===== src/rtl/step_generator.sv =====
`default_nettype none
// ============================================================================
// Module   : step_generator
// Purpose  : Multi-channel step/dir pulse generator behind a word-addressed bus.
// Revision : 1.0 - initial release
// ============================================================================
module step_generator #(
  parameter int NUM_CHANNELS = 12,
  parameter int PERIOD_WIDTH = 16,
  parameter int COUNT_WIDTH  = 24,
  parameter int PULSE_CYCLES = 25,
  parameter int SETUP_CYCLES = 13,
  localparam int ADDR_WIDTH  = $clog2(NUM_CHANNELS * 4)
) (
  input  logic                    clk_in,
  input  logic                    reset_n_in,
  input  logic                    enable,
  input  logic                    write,
  input  logic [ADDR_WIDTH-1:0]   addr_in,
  input  logic [31:0]             data_in,
  output logic [31:0]             data_out,
  output logic                    ready,
  output logic [NUM_CHANNELS-1:0] step_out,
  output logic [NUM_CHANNELS-1:0] dir_out,
  output logic [NUM_CHANNELS-1:0] busy_out
);

  localparam int c_CH_WIDTH   = ADDR_WIDTH - 2;
  localparam int c_NUM_WORDS  = NUM_CHANNELS * 4;
  localparam int c_MIN_PERIOD = 2 * PULSE_CYCLES;
  localparam int c_W_MIN      = $clog2(c_MIN_PERIOD + 1);
  localparam int c_W_SETUP    = $clog2(SETUP_CYCLES + 1);
  localparam int c_W_A        = (PERIOD_WIDTH > c_W_MIN) ? PERIOD_WIDTH : c_W_MIN;
  localparam int c_CNT_WIDTH  = (c_W_A > c_W_SETUP) ? c_W_A : c_W_SETUP;

  localparam logic [c_CNT_WIDTH-1:0] c_SETUP_LAST = c_CNT_WIDTH'(SETUP_CYCLES - 1);
  localparam logic [c_CNT_WIDTH-1:0] c_PULSE_LAST = c_CNT_WIDTH'(PULSE_CYCLES - 1);
  localparam logic [c_CNT_WIDTH-1:0] c_MIN_EFF    = c_CNT_WIDTH'(c_MIN_PERIOD);
  localparam logic [c_CNT_WIDTH-1:0] c_CNT_ONE    = c_CNT_WIDTH'(1);
  localparam logic [COUNT_WIDTH-1:0] c_STEP_ONE   = COUNT_WIDTH'(1);

  typedef enum logic [1:0] {
    S_IDLE  = 2'd0,
    S_SETUP = 2'd1,
    S_PULSE = 2'd2,
    S_GAP   = 2'd3
  } state_t;

  logic                  r_served;
  logic                  w_access;
  logic                  w_in_range;
  logic [c_CH_WIDTH-1:0] w_ch;
  logic [1:0]            w_reg;
  logic [31:0]           w_rd_data;
  logic [31:0]           w_ch_rd [NUM_CHANNELS];
  logic                  w_unused_data;

  assign w_ch          = addr_in[ADDR_WIDTH-1:2];
  assign w_reg         = addr_in[1:0];
  assign w_in_range    = ({1'b0, addr_in} < (ADDR_WIDTH + 1)'(c_NUM_WORDS));
  // r_served blocks a second access while the same enable stays asserted
  assign w_access      = enable && !ready && !r_served;
  assign w_unused_data = ^data_in;

  always_comb begin
    w_rd_data = 32'd0;
    for (int c = 0; c < NUM_CHANNELS; c++) begin
      if (w_in_range && (int'(w_ch) == c)) w_rd_data = w_ch_rd[c];
    end
  end

  always_ff @(posedge clk_in or negedge reset_n_in) begin
    if (!reset_n_in) begin
      ready    <= 1'b0;
      data_out <= 32'd0;
      r_served <= 1'b0;
    end else begin
      ready    <= w_access;
      data_out <= w_access ? w_rd_data : 32'd0;
      r_served <= enable && (r_served || w_access);
    end
  end

  for (genvar g = 0; g < NUM_CHANNELS; g++) begin : g_channel
    state_t                   r_state;
    state_t                   w_state_nxt;
    logic [c_CNT_WIDTH-1:0]   r_cnt;
    logic [c_CNT_WIDTH-1:0]   w_cnt_nxt;
    logic [c_CNT_WIDTH-1:0]   r_eff;
    logic [c_CNT_WIDTH-1:0]   w_eff_nxt;
    logic [c_CNT_WIDTH-1:0]   w_eff_now;
    logic [PERIOD_WIDTH-1:0]  r_period;
    logic [COUNT_WIDTH-1:0]   r_steps;
    logic [COUNT_WIDTH-1:0]   w_steps_nxt;
    logic                     r_dir, w_dir_nxt;
    logic                     r_done, w_done_nxt;
    logic                     r_stop, w_stop_nxt;
    logic                     r_step, r_busy;
    logic                     w_finish;
    logic                     w_sel, w_wr_ctrl, w_wr_period, w_wr_steps, w_wr_status;
    logic                     w_start, w_stop;

    assign w_sel       = w_access && write && w_in_range && (int'(w_ch) == g);
    assign w_wr_ctrl   = w_sel && (w_reg == 2'd0);
    assign w_wr_period = w_sel && (w_reg == 2'd1);
    assign w_wr_steps  = w_sel && (w_reg == 2'd2);
    assign w_wr_status = w_sel && (w_reg == 2'd3);
    assign w_start     = w_wr_ctrl && data_in[0];
    assign w_stop      = w_wr_ctrl && data_in[2];
    assign w_eff_now   = (c_CNT_WIDTH'(r_period) < c_MIN_EFF) ? c_MIN_EFF
                                                              : c_CNT_WIDTH'(r_period);

    // r_cnt is the zero-based phase since entering SETUP or since the last rise
    always_comb begin
      w_state_nxt = r_state;
      w_cnt_nxt   = r_cnt;
      w_eff_nxt   = r_eff;
      w_steps_nxt = r_steps;
      w_dir_nxt   = r_dir;
      w_done_nxt  = r_done;
      w_stop_nxt  = r_stop;
      w_finish    = 1'b0;
      if (w_wr_status && data_in[1]) w_done_nxt = 1'b0;
      if (w_wr_steps && (r_state == S_IDLE)) w_steps_nxt = data_in[COUNT_WIDTH-1:0];
      case (r_state)
        S_SETUP: begin
          if (w_stop) begin
            w_state_nxt = S_IDLE;
            w_done_nxt  = 1'b0;
          end else if (r_cnt == c_SETUP_LAST) begin
            w_state_nxt = S_PULSE;
            w_cnt_nxt   = '0;
            w_eff_nxt   = w_eff_now;
            w_steps_nxt = r_steps - c_STEP_ONE;
          end else begin
            w_cnt_nxt = r_cnt + c_CNT_ONE;
          end
        end
        S_PULSE: begin
          w_cnt_nxt = r_cnt + c_CNT_ONE;
          if (w_stop) w_stop_nxt = 1'b1;
          if (r_cnt == c_PULSE_LAST) begin
            if (w_stop || r_stop) begin
              w_state_nxt = S_IDLE;
              w_done_nxt  = 1'b0;
              w_stop_nxt  = 1'b0;
            end else if (r_steps == '0) begin
              w_state_nxt = S_IDLE;
              w_done_nxt  = 1'b1;
              w_finish    = 1'b1;
            end else begin
              w_state_nxt = S_GAP;
            end
          end
        end
        S_GAP: begin
          if (w_stop) begin
            w_state_nxt = S_IDLE;
            w_done_nxt  = 1'b0;
          end else if (r_cnt == (r_eff - c_CNT_ONE)) begin
            if (r_steps == '0) begin
              w_state_nxt = S_IDLE;
              w_done_nxt  = 1'b1;
              w_finish    = 1'b1;
            end else begin
              w_state_nxt = S_PULSE;
              w_cnt_nxt   = '0;
              w_eff_nxt   = w_eff_now;
              w_steps_nxt = r_steps - c_STEP_ONE;
            end
          end else begin
            w_cnt_nxt = r_cnt + c_CNT_ONE;
          end
        end
        default: ;
      endcase
      // A start landing on the same edge as a normal finish is honoured
      if (w_start && !w_stop && ((r_state == S_IDLE) || w_finish)) begin
        w_dir_nxt  = data_in[1];
        w_stop_nxt = 1'b0;
        if (r_steps == '0) begin
          w_state_nxt = S_IDLE;
          w_done_nxt  = 1'b1;
        end else begin
          w_state_nxt = S_SETUP;
          w_cnt_nxt   = '0;
          w_done_nxt  = 1'b0;
        end
      end
    end

    always_ff @(posedge clk_in or negedge reset_n_in) begin
      if (!reset_n_in) begin
        r_state  <= S_IDLE;
        r_cnt    <= '0;
        r_eff    <= '0;
        r_period <= '0;
        r_steps  <= '0;
        r_dir    <= 1'b0;
        r_done   <= 1'b0;
        r_stop   <= 1'b0;
        r_step   <= 1'b0;
        r_busy   <= 1'b0;
      end else begin
        r_state <= w_state_nxt;
        r_cnt   <= w_cnt_nxt;
        r_eff   <= w_eff_nxt;
        r_steps <= w_steps_nxt;
        r_dir   <= w_dir_nxt;
        r_done  <= w_done_nxt;
        r_stop  <= w_stop_nxt;
        r_step  <= (w_state_nxt == S_PULSE);
        r_busy  <= (w_state_nxt != S_IDLE);
        if (w_wr_period) r_period <= data_in[PERIOD_WIDTH-1:0];
      end
    end

    assign step_out[g] = r_step;
    assign dir_out[g]  = r_dir;
    assign busy_out[g] = r_busy;
    assign w_ch_rd[g]  = (w_reg == 2'd0) ? {30'd0, r_dir, 1'b0} :
                         (w_reg == 2'd1) ? 32'(r_period) :
                         (w_reg == 2'd2) ? 32'(r_steps) :
                                           {30'd0, r_done, r_busy};
  end

endmodule
`default_nettype wire


===== config.mk =====
export PLATFORM = sky130hd
export DESIGN_NAME = step_generator
export DESIGN_NICKNAME = d
export VERILOG_FILES = /design/src/rtl/step_generator.sv
export SDC_FILE = /design/constraint.sdc
export NUM_CORES = 2
export LEC_CHECK = 0
export CORE_MARGIN = 4
export CORE_UTILIZATION = 50
export CTS_BUF_LIST = sky130_fd_sc_hd__clkbuf_8
export CTS_CLUSTER_SIZE = 25
export DETAILED_ROUTE_END_ITERATION = 8
export GPL_ROUTABILITY_DRIVEN = 0
export PLACE_DENSITY = 0.68
export SLEW_MARGIN = 20
export SYNTH_ARGS = -nofsm -noshare
export SYNTH_HDL_FRONTEND = slang
export SYNTH_SLANG_ARGS = --single-unit

===== constraint.sdc =====
create_clock -name clk_in -period 6.9 [get_ports clk_in]
set_input_delay 1.38 -clock clk_in [delete_from_list [all_inputs] [get_ports clk_in]]
set_output_delay 1.38 -clock clk_in [all_outputs]
set_load 0.1 [all_outputs]

Yosys cells after proc, flatten, opt, wreduce, memory -nomap -nowiden
Cells that the tools add are included.

word-level totals
  register bits after elaboration = 982
  bits in latches = 0
  bits in writable memories = 0
  bits in read-only memories = 0
  bits of input ports = 42
  output and inout port bits = 69
  word-level logic and storage cells = 1,277
  memories kept = 0

cells by class
  add/subtract/negate cells = 36
  multiply operators = 0
  divide/modulo/power cells = 0
  $lt $le $gt $ge = 13
  equal/unequal tests = 158
  shift-type cells = 0
  multiplexer cells = 685
  bitwise logic cells = 0
  reduce and logical (&&, ||, !) cells = 262

operators with widths
  kind                   number
  $mux 24                108
  $mux 16                156
  $pmux 16 s3            12
  $pmux 24 s2            12
  $mux 32                13
  $pmux 16 s2            12
  $logic_not 24->1       12
  $sub 24x1->24 const B  12
  $mux 1                 228
  $mux 2                 108
  $add 16x1->16 const B  12
  $eq 16x16->1           12
  $eq 16x4->1 const B    12
  $eq 16x5->1 const B    12
  $lt 16x6->1 const B    12
  $sub 16x1->16 const B  12
  $logic_and 1x1->1      149
  $ne 2x2->1 const B     60
  $eq 2x2->1 const B     38
  $pmux 2 s3             12
  $reduce_and 6->1       12
  $reduce_bool 2->1      36
  $pmux 1 s3             12
  $eq 4x4->1 const B     8
  other kinds (9)        82

Longest topological paths before layout
  depth in word-level cells = 17
  gate-level depth with buffers = 15
  mapped depth without buffers = 11

Worst setup path before layout
OpenSTA, ideal clock, no wires.

  path kind = input -> register
  start point = in data_in[2]
  end point = reg g_channel[2].r_eff[3]
  setup time = 65 ps
  arrival time = 4,078 ps
  data required time = 6,835 ps
  setup slack = 2,757 ps
  cell stages on the path = 13
  buffers on the path = 5
  cells stage by stage = clkbuf_1 -> or3b_2 -> nor2_1 -> clkbuf_1 -> nand2_1 -> nand2_1 -> nor3_1 -> clkbuf_1 -> a31oi_1 -> clkbuf_1 -> clkbuf_1 -> nand2_1 -> nand2_1

on the way
  word-level cells in the longest chain between the ends = 3
  elaborated cells between the ends (all ways) = 4
  those cells by class = eq/ne: 2; reduce/logical: 2

RTL lines
  item                            RTL line  source
  from (decl)                     20        input logic [31:0] data_in,
  $logic_and 1x1->1 (*)           109       assign w_stop = w_wr_ctrl && data_in[2];
  $ne 2x2->1 (no line)            -
  $reduce_and 6->1 (no line) (*)  -
  to (signal assigned)            207       r_eff <= w_eff_nxt;
  to (decl)                       89        logic [c_CNT_WIDTH-1:0] r_eff;

Every way passes the cells marked *; elsewhere a longest branch is shown, timed or not.
A chain may end at the register's enable or synchronous reset.

Worst setup path in the final report
  start point = in addr_in[3]
  end point = reg g_channel[10].r_steps[17]

on the way
  word-level cells in the longest chain between the ends = 10
  elaborated cells between the ends (all ways) = 15
  those cells by class = order compare: 1; eq/ne: 1; mux: 7; reduce/logical: 6

RTL lines
  item                               RTL line  source
  from (decl)                        19        input logic [ADDR_WIDTH-1:0] addr_in,
  $lt 6x6->1                         60        assign w_in_range = ({1'b0, addr_in} < (ADDR_WIDTH + 1)'(c_NUM_WORDS));
  $logic_and 1x1->1                  103       assign w_sel = w_access && write && w_in_range && (int'(w_ch) == g);
  $logic_and 1x1->1 (*)              103
  $logic_and 1x1->1                  106       assign w_wr_steps = w_sel && (w_reg == 2'd2);
  $logic_and 1x1->1                  124       if (w_wr_steps && (r_state == S_IDLE)) w_steps_nxt = data_in[COUNT_WIDTH-1:0];
  $mux 24                            124
  $mux 24                            161       if (r_steps == '0) begin
  $mux 24                            160       end else if (r_cnt == (r_eff - c_CNT_ONE)) begin
  $mux 24                            157       if (w_stop) begin
  $pmux 24 s2 (*)                    125       case (r_state)
  via g_channel[10].w_steps_nxt[17]  94        logic [COUNT_WIDTH-1:0] w_steps_nxt;
  to (signal assigned)               208       r_steps <= w_steps_nxt;
  to (decl)                          93        logic [COUNT_WIDTH-1:0] r_steps;

Mark *: on every way through the listed nets, which the timed path passes. The rest lies on a longest branch.

==> impl_metrics.py <==
metrics = {
    "detailed_routing": {
        "top_layer": "met5",
        "wl_mm": 270,
        "routed-wl-met2_mm": 113,
        "via_per_inst": 6.90,
        "first_pass_iters": 9,
        "wl_met3_mm": 34.9,
        "drt-initial-drc-count": 10221,
        "remaining_drc_errors": 62,
        "drtAntennaViolNets": 0,
        "met1Wirelength_mm": 105,
        "vias": 73806,
        "routedWlPerCell_um": 25.2,
    },
    "finish": {
        "final_cell_mix": "nand2_1, dfrtp_1, nor2_1",
        "fin_cells": 10703,
        "finalNetCount": 8780,
        "drive_gt1_share_pct": 10.5,
        "fin_area_um2": 76600,
        "layout_commonest_cell": "nand2_1",
        "syn_to_final_growth_pct": 7.86,
        "fillers": 13155,
    },
    "timing": {
        "skew_ns": 0.0584,
        "finalSetupTns_ns": 0,
        "fin_crit_ns": 5.05,
        "layout_setup_ws_ns": 1.85,
        "maxSlewViolCount": 0,
        "hold_ws_ns": 0.475,
        "period_share_pct": 73.1,
        "rsz0062_at_grt": "no",
        "worst_slew_pin_slew_ns": 1.35,
        "fmax_mhz": 198,
        "setup_violations": 0,
        "finalHoldViolations": 0,
        "max_slew_margin_pct": 10.0,
    },
    "global_routing": {
        "grt_max_degree": 158,
        "grt_overflow": 0,
        "grt_pass1_vias": 67060,
        "grt_pass1_wl_mm": 408,
        "antenna_found_initial": 23,
        "grt_usage_pct": 35.0,
    },
    "setup_path": {
        "path_delay_family": "simple AND/OR/NAND/NOR gates",
        "path_class": "input port to flop",
        "path_buf_inv": 1,
        "crit_path_max_fanout": 15,
        "worstPathCellList": "clkdlybuf4s50_1 > nand2b_1 > nor2_1 > nand2_1 > nand2b_1 > nor2_1 > a221oi_1 > a22oi_1 > o311ai_0",
        "crit_required_ns": 7.68,
        "arrival_ns": 5.83,
        "cp-start-kind": "input port",
        "rr_worst_depth": 12,
        "crit_cells": 9,
        "cp_slowest_cell": "a221oi_1",
        "endpoint_kind": "flop",
        "slowest_delay_ns": 0.95,
    },
    "floorplan": {
        "initial_core_util_pct": 50.6,
        "die-area_um2": 148000,
        "num_rows": 137,
        "die_y_um": 385,
        "coreArea_um2": 140000,
        "die_w_um": 385,
        "pin_count": 111,
    },
    "run_status": {
        "status": "finished, violations left",
        "violations": "DRC",
    },
    "placed_design": {
        "placed_area_um2": 72800,
        "hpwlAfterDp_mm": 187,
        "dp_cells": 10375,
        "numPortBuffers": 94,
        "place_worst_setup_slack_ns": 1.23,
    },
    "clock_network": {
        "clk_path_buf_depth": 3,
        "cts_resized": 0,
        "htree_levels": 4,
        "clock_latency_ns": 0.95,
        "cts_tree": "built",
        "cts_setup_buffers": 0,
        "cts-root-buf": "clkbuf_8",
        "cts_hold_buf": 0,
        "cts-buffers-inserted": 178,
        "clkSlewWorstSetupHoldPaths_ns": 0.06,
        "cts_sinks": 974,
    },
    "logic_synthesis": {
        "synthFlopType": "dfrtp_1",
        "syn_inst": 8957,
        "synthArstFlopShare_pct": 100,
        "ys_ff_latch": 974,
        "ys_types": 118,
        "netlist_area_um2": 71000,
        "yosysWarnings": 0,
        "synth_edf_count": 0,
        "synth.avg_cell_area_um2": 7.93,
        "yosysSeqAreaShare_pct": 34.3,
    },
    "pwr": {
        "p_leak_nw": 31.4,
        "max-vdd-ir-drop_mv": 0.260,
        "power_density_nw_per_um2": 213,
    },
    "min_path": {
        "hold_path.class": "input port to asynchronous set/reset pin",
    },
    "job": {
        "maxCapViolations": 0,
    },
}
[per-stage QoR]
step | power [mW] | util, %
final | 16.3 | 54.6
after global routing | 17.1 | 54.6
after CTS | 16.3 | 54.6
after detailed placement | 10.5 | 51.9
after global placement | 10.3 | 51.9
after floorplan | 9.41 | -
[power by group]
part	internal, mW	switching (mW)	leakage (nW)	total (mW)
registers	6.15	1.06	12.6	7.20
logic	1.35	1.94	16.8	3.29
clock network	3.12	2.72	2.05	5.84
[layer usage]
metal  up-vias  track usage, %
li1      32564               -
met1     35535            46.4
met2      4673            50.9
met3      1020            11.0
met4        14            18.7
met5         -           0.694
[registers in the layout, indices dropped and copies added, names as in the netlist]
signal / count
g_channel.r_steps: 288
g_channel.r_eff: 192
g_channel.r_stop: 12
g_channel.r_state: 24
g_channel.r_step: 12
g_channel.r_dir: 12
g_channel.r_period: 192
g_channel.r_cnt: 192
g_channel.r_done: 12
r_served: 1
ready: 1
data_out: 24
g_channel.r_busy: 12
[worst reg2reg max path, stage by stage (launching register included)]
cell      delay, ns
dfrtp_1        0.41
inv_1          0.10
ha_1           0.24
or3b_1         0.48
or3_4          0.39
xnor2_1        0.13
or4_1          0.50
or4_1          0.65
o41ai_4        0.40
buf_4          0.51
nand2b_1       0.72
a21oi_1        0.15
a221oi_1       0.26
[worst paths after layout]
path	slack, ns	to	from
max	1.85	g_channel[10].r_steps[17]	addr_in[3]
min	0.47	g_channel[6].r_cnt[6]	reset_n_in
max reg2reg	1.86	g_channel[3].r_steps[21]	g_channel[3].r_eff[1]
min reg2reg	0.49	g_channel[8].r_eff[15]	g_channel[8].r_eff[15]
max in group asynchronous	4.79	g_channel[1].r_cnt[5]	reset_n_in
min in group clk_in	0.49	g_channel[8].r_eff[15]	g_channel[8].r_eff[15]
[cells in the mapped netlist, types with 81 or more instances]
library cell / n / area share (%)
nand3_1: 334 / 2.4
a22oi_1: 187 / 2.0
clkbuf_1: 625 / 3.3
dfrtp_1: 974 / 34
xnor2_1: 206 / 2.5
a211oi_1: 121 / 1.3
xor2_1: 120 / 1.5
o211ai_1: 95 / 1.0
o22ai_1: 155 / 1.4
nor4_1: 179 / 1.6
mux2_2: 253 / 4.0
and3_1: 123 / 1.1
nor3_1: 322 / 2.3
a221oi_1: 81 / 1.0
inv_1: 227 / 1.2
o21ai_0: 517 / 3.6
nand4_1: 117 / 1.0
nand2b_1: 81 / 0.71
a21oi_1: 608 / 4.3
nor2_1: 884 / 4.7
or3_1: 121 / 1.1
a31oi_1: 152 / 1.3
nand2_1: 1055 / 5.6
[kinds of logic (layout without fill, tap and decap cells)]
family	after synthesis	count (layout)	synth area share [%]
mux	334	334	5.39
compound gates	2592	2592	24.1
xor+xnor	327	327	4.05
simple gates	3687	3687	25.5
other cells	1	23	0.00528
flops	974	974	34.3
fa+ha+maj	65	65	1.12
buf+inv	977	825	5.51
[layout make-up]
cell class	instances	area, um^2	area share, %
multi-input cells	7013	42900	56.0
well taps	1876	2350	3.07
flip-flops and latches	974	24400	31.8
repair buffers	281	2380	3.10
clock inverters	80	468	0.611
clock buffers	233	3210	4.19
diodes	15	37.5	0.0490
inverters	231	867	1.13
Power figures use the tool's default switching activity.
